## config.mk

```make
export PLATFORM = sky130hd
export DESIGN_NAME = loopback_gen_flat
export DESIGN_NICKNAME = d
export VERILOG_FILES = /design/src/rtl/loopback_gen_pkg.sv /design/src/rtl/loopback_gen_if.sv /design/src/rtl/loopback_gen_prbs.sv /design/src/rtl/loopback_gen.sv /design/src/flat_wrapper.sv
export SDC_FILE = /design/constraint.sdc
export NUM_CORES = 1
export LEC_CHECK = 0
export BUFFER_PORTS_ARGS = -buffer_cell sky130_fd_sc_hd__buf_2
export CORE_UTILIZATION = 28
export CTS_BUF_LIST = sky130_fd_sc_hd__clkbuf_8
export CTS_CLUSTER_DIAMETER = 100
export DETAILED_ROUTE_END_ITERATION = 8
export GPL_TIMING_DRIVEN = 1
export SYNTH_ARGS = -nofsm -noshare
export SYNTH_HDL_FRONTEND = slang
export SYNTH_SLANG_ARGS = --single-unit
```

## constraint.sdc

```tcl
create_clock -name clk -period 2 [get_ports clk]
set_input_delay 0.4 -clock clk [delete_from_list [all_inputs] [get_ports clk]]
set_output_delay 0.4 -clock clk [all_outputs]
set_load 0.02 [all_outputs]
```

## src/rtl/loopback_gen_pkg.sv

```systemverilog
// Shared types and constants for the loopback_gen bring-up block:
// mode encoding, seed fills and the Galois tap table.
package loopback_pkg;

    typedef enum logic [1:0] {
        MODE_PASS  = 2'b00,
        MODE_COUNT = 2'b01,
        MODE_LFSR  = 2'b10,
        MODE_MISR  = 2'b11
    } mode_e;

    localparam logic SEED_FILL_COUNT = 1'b0;
    localparam logic SEED_FILL_PRBS  = 1'b1;

    // Right-shift Galois masks of maximal-length polynomials, widths 3..16.
    function automatic logic [15:0] lfsr_taps(input int width);
        logic [15:0] taps;
        case (width)
            3:       taps = 16'h0006;
            4:       taps = 16'h000C;
            5:       taps = 16'h0014;
            6:       taps = 16'h0030;
            7:       taps = 16'h0060;
            8:       taps = 16'h00B8;
            9:       taps = 16'h0110;
            10:      taps = 16'h0240;
            11:      taps = 16'h0500;
            12:      taps = 16'h0E08;
            13:      taps = 16'h1C80;
            14:      taps = 16'h3802;
            15:      taps = 16'h6000;
            16:      taps = 16'hB400;
            default: taps = 16'h0000;
        endcase
        return taps;
    endfunction

endpackage

```

## src/rtl/loopback_gen_if.sv

```systemverilog
// Pad-side bus of loopback_gen: the harness drives 'in', the block drives 'out'.
interface loopback_gen_if #(
    parameter int IN_W  = 9,
    parameter int OUT_W = 8
) ();

    logic [IN_W-1:0]  in;
    logic [OUT_W-1:0] out;

    modport master (output in, input out);
    modport slave  (input in, output out);

endinterface

```

## src/rtl/loopback_gen_prbs.sv

```systemverilog
// One combinational Galois step of width P, shared by the LFSR and MISR modes.
module loopback_prbs
    import loopback_pkg::*;
#(
    parameter int P = 7
) (
    input  logic [P-1:0] state_i,
    output logic [P-1:0] next_o
);

    localparam logic [P-1:0] TAPS = P'(lfsr_taps(P));

    assign next_o = (state_i >> 1) ^ (state_i[0] ? TAPS : '0);

endmodule

```

## src/rtl/loopback_gen.sv

```systemverilog
// Registered loopback pattern generator: PASS echo, COUNT, LFSR and MISR modes.
// out[0] is clk itself when LOOPBACK_CLK_PASS_EN is defined, otherwise a clk/2 toggle flop.
module loopback_gen
    import loopback_pkg::*;
#(
    parameter int IN_W  = 9,
    parameter int OUT_W = 8
) (
    input  logic clk,
    input  logic rst_n,
    loopback_gen_if.slave lb
);

    localparam int D = IN_W - 2;
    localparam int P = OUT_W - 1;

    if (IN_W < 4 || OUT_W < 4 || OUT_W > 17 || (OUT_W - 1) > (IN_W - 2)) begin : gBadParams
        $error("loopback_gen: illegal IN_W/OUT_W combination");
    end

    mode_e          mode_q;
    mode_e          modeIn;
    logic           modeChange;
    logic [D-1:0]   data;
    logic [D:0]     chain;
    logic [P-1:0]   passValue;
    logic [P-1:0]   prbsNext;
    logic [P-1:0]   payload_q;
    logic [P-1:0]   payload_d;

    assign modeIn     = mode_e'(lb.in[1:0]);
    assign data       = lb.in[IN_W-1:2];
    assign modeChange = (modeIn != mode_q);

    // Prefix XOR over d; PASS keeps only the top P taps of the chain.
    always_comb begin
        chain    = '0;
        chain[0] = 1'b1;
        for (int i = 0; i < D; i++) begin
            chain[i+1] = chain[i] ^ data[i];
        end
    end

    assign passValue = chain[D:D-P+1];

    loopback_prbs #(.P(P)) uPrbs (
        .state_i (payload_q),
        .next_o  (prbsNext)
    );

    always_comb begin
        payload_d = payload_q;
        unique case (modeIn)
            MODE_PASS:  payload_d = passValue;
            MODE_COUNT: payload_d = modeChange ? {P{SEED_FILL_COUNT}} : payload_q + P'(1);
            MODE_LFSR: begin
                if (modeChange || payload_q == '0) begin
                    payload_d = {P{SEED_FILL_PRBS}};
                end else begin
                    payload_d = prbsNext;
                end
            end
            MODE_MISR:  payload_d = modeChange ? {P{SEED_FILL_PRBS}} : prbsNext ^ data[P-1:0];
        endcase
    end

    // Reset wins over a same-cycle mode change and clears the mode history.
    always_ff @(posedge clk) begin
        if (!rst_n) begin
            payload_q <= '0;
            mode_q    <= MODE_PASS;
        end else begin
            payload_q <= payload_d;
            mode_q    <= modeIn;
        end
    end

`ifdef LOOPBACK_CLK_PASS_EN
    assign lb.out = {payload_q, clk};
`else
    logic toggle_q;

    always_ff @(posedge clk) begin
        if (!rst_n) begin
            toggle_q <= 1'b0;
        end else begin
            toggle_q <= ~toggle_q;
        end
    end

    assign lb.out = {payload_q, toggle_q};
`endif

endmodule

```

## src/flat_wrapper.sv

```systemverilog
// flat-port wrapper written by rule: the top's interface ports become plain ports
module loopback_gen_flat import loopback_pkg::*;
#(
    parameter int IN_W  = 9,
    parameter int OUT_W = 8
)
  (clk, rst_n, lb_in, lb_out);
  loopback_gen_if #(.IN_W(IN_W), .OUT_W(OUT_W)) lb_i ();
  input  logic clk;
  input  logic rst_n;
  input wire logic [$bits(lb_i.in)-1:0] lb_in;
  output wire logic [$bits(lb_i.out)-1:0] lb_out;
  assign lb_i.in = lb_in;
  assign lb_out = lb_i.out;
  loopback_gen #(.IN_W(IN_W), .OUT_W(OUT_W)) u_core (.clk(clk), .rst_n(rst_n), .lb(lb_i));
endmodule
```

==> out/qor.yml <==
finish:
  final_cell_mix: "buf_2, dfxtp_1, xor2_1, o21ai_0, buf_4"
  synthToLayoutAreaGrowth_pct: 21.83
  nNetsFinal: 143
  ff_latch_area_um2: 200.2
  drive_gt1_share_pct: 27.34
  layout_commonest_cell: "buf_2"
  diodes: 0
  filler_cell_count: 308
  multi_input_area_um2: 619.3
sta:
  maxSlewHeadroom_pct: 67.49
  post-route-min-period_ns: 1.808
  hold_violations: 0
  finalMaxSlewViolations: 0
  final-setup-viol-count: 0
  tightest_slew_ns: 0.4858
  timing.final.ws_setup_ns: 0.1920
  max_freq_mhz: 553.1
  finClkSkew_ns: 0.003650
  rsz0062_at_grt: "false"
  finalSetupTns_ns: 0
  finalCritPeriodShare_pct: 90.40
routing:
  firstDrtPassIters: 6
  drt-total-wl_mm: 2.395
  drt.antenna.violating_nets: 0
  drc: 1
  drt-initial-drc-count: 84
  via_per_inst: 5.535
  avgRoutedWirePerCell_um: 15.06
  vias: 880
synth:
  synth_area_um2: 877.1
  synth_cells: 106
  synth_fp_nets: 119
  synth.top_cell.area_share_pct: 22.82
  ys_async_sr_fraction_pct: 0
  ys_ff_latch: 10
  synth.area.top_cells: "dfxtp_1, xor2_1, xnor2_1, o21ai_0, o211a_1"
  synth_edf_count: 0
  synth_warnings: 0
  yosysTopAreaCell: "dfxtp_1"
  yosysUniqueCellTypes: 39
  ys_seq_area_share_pct: 22.82
  syn_avg_cell_area_um2: 8.274
  yosys_most_used_dff: "dfxtp_1"
grt:
  grt_pass1_vias: 842
  grt_max_degree: 11
  grt-ovfl-total: 0
  grt_use_total_pct: 16.30
  grt_pass1_wl_mm: 4.077
  grt_antenna_before_repair: 0
clocking:
  path_clk_slew_ns: 0.05
  clock_latency_ns: 0.24
  holdBufCountCts: 0
  cts_made_buffers: 3
  cts_tree: "done"
  cts_setup_buffers: 0
  cts.sinks: 10
  cts.repair.resized: 0
  clock_path_buffers: 2
  cts_root_buf: "clkbuf_8"
  htreeDepth: 1
worst_setup_path:
  r2r_cells: 7
  startpoint_type: "flop"
  path_delay_family: "compound AO/OA/AOI/OAI gates"
  crit_cells: 7
  cp.required_ns: 2.19
  r2r_end: "u_core.payload_q[6]"
  r2r_setup_slack_ns: 0.19
  cp_cell_sequence: "inv_1 -> ha_1 -> or4b_4 -> o311ai_4 -> a21oi_1 -> o211ai_1 -> o2111a_1"
  critical_path.max_stage_delay_ns: 0.47
  r2r-start: "u_core.payload_q[1]"
  cp_max_fo: 7
  critical_path_class: "flop to flop"
  endpoint_kind: "flop"
  worst-path-buf-inv: 1
  arrival_ns: 1.99
  slowest_stage: "or4b_4"
placed_design:
  place_congestion: 0.8908
  numPortBuffers: 18
  dp_hpwl_mm: 1.848
  dp_slack_ns: 0.09064
floorplanning:
  die_h_um: 57.97
  rows: 19
  num_io_pins: 19
  initial_core_util_pct: 30.75
  die_x_um: 57.97
  core_area_um2: 2853
  die_area_um2: 3361
min_path:
  hold_path_depth: 1
  hold_path_class: "flop to flop"
  min_from: "u_core.toggle_q"
  hold_end: "u_core.toggle_q"
power_and_ir_drop:
  power_frac_seq_pct: 33.7
  p_comb_share_pct: 35.4
  ir_drop_mv: 0.1900
  internal_power_uw: 462.0
  swShare_pct: 33.96
  switchingPower_uw: 237.6
  power_density_nw_per_um2: 654.7
  pwr-share-clk_pct: 30.8
  leakage_uw: 0.0004695
run_status:
  violations: "design-rule violations"
  status: "complete, but fails checks"
flow_run:
  max_cap_viol_count: 0
[per-layer routing]
metal | wire length (µm) | up-vias | track usage [%]
met3 | 147 | 7 | 2.455
met1 | 1107 | 403 | 22.51
met5 | 0 | - | 0
met4 | 82 | 0 | 10.54
met2 | 1058 | 39 | 23.48
li1 | - | 431 | -
[cell usage after synthesis (all sizes together) (2+ instances only)]
| master | instances |
|---|---|
| dfxtp | 10 |
| o211ai | 2 |
| o21ai | 12 |
| buf | 4 |
| and3 | 2 |
| o2111ai | 3 |
| nor2b | 2 |
| nand2 | 4 |
| ha | 2 |
| and2 | 3 |
| o211a | 4 |
| xor2 | 9 |
| a21oi | 7 |
| nand3 | 5 |
| clkbuf | 3 |
| inv | 5 |
| nand3b | 2 |
| nor2 | 5 |
| xnor2 | 7 |
[cell families (layout without fill, tap and decap cells)]
family	after synthesis	count (layout)	synth area share (%)
XOR/XNOR	17	17	18.69
buffers and inverters	12	34	6.563
AO/OA/AOI/OAI	36	36	30.24
AND/OR/NAND/NOR	29	29	18.83
flip-flops	10	10	22.82
adder cells (fa/ha/maj)	2	2	2.853
[how the worst max path moves through the flow]
stage | start | to | slack [ns]
finish | u_core.payload_q[1] | u_core.payload_q[6] | 0.19
global route | u_core.payload_q[0] | u_core.payload_q[1] | 0.03
CTS | u_core.payload_q[1] | u_core.payload_q[6] | 0.19
detailed placement | lb_in[2] | u_core.payload_q[6] | 0.09
global placement | lb_in[2] | u_core.payload_q[6] | 0.12
floorplan | u_core.payload_q[0] | u_core.payload_q[5] | 0.14
[per-stage QoR]
step                area [µm²]  cells  hold WS, ns  total power, µW  util, %
floorplan                877.1    106       0.3938            403.5        -
global placement          1027    156       0.3969            483.0    36.01
detailed placement        1027    156       0.4047            486.5    36.01
CTS                       1069    159       0.4114            708.1    37.46
global route              1069    159       0.4501            744.9    37.46
finish                    1069    159       0.4062            699.5    37.46
[sequential cells by signal, indices dropped and copies added (netlist names)]
signal            flops
u_core.payload_q      7
u_core.mode_q         2
u_core.toggle_q       1
[power by group through the flow]
stage / Clock, µW / Combinational [µW] / Sequential, µW
detailed placement: 0 / 247 / 240
finish: 216 / 248 / 236
CTS: 224 / 248 / 236
floorplan: 0 / 141 / 262
global route: 233 / 274 / 238
global placement: 0 / 244 / 239
[layout make-up]
| type | count | area share [%] |
|---|---|---|
| Clock buffer | 3 | 3.864 |
| Inverter | 5 | 1.756 |
| Multi-Input combinational cell | 84 | 57.96 |
| Sequential cell | 10 | 18.74 |
| Tap cell | 31 | 3.630 |
| Timing Repair Buffer | 26 | 14.05 |
Power figures use the tool's default switching activity.
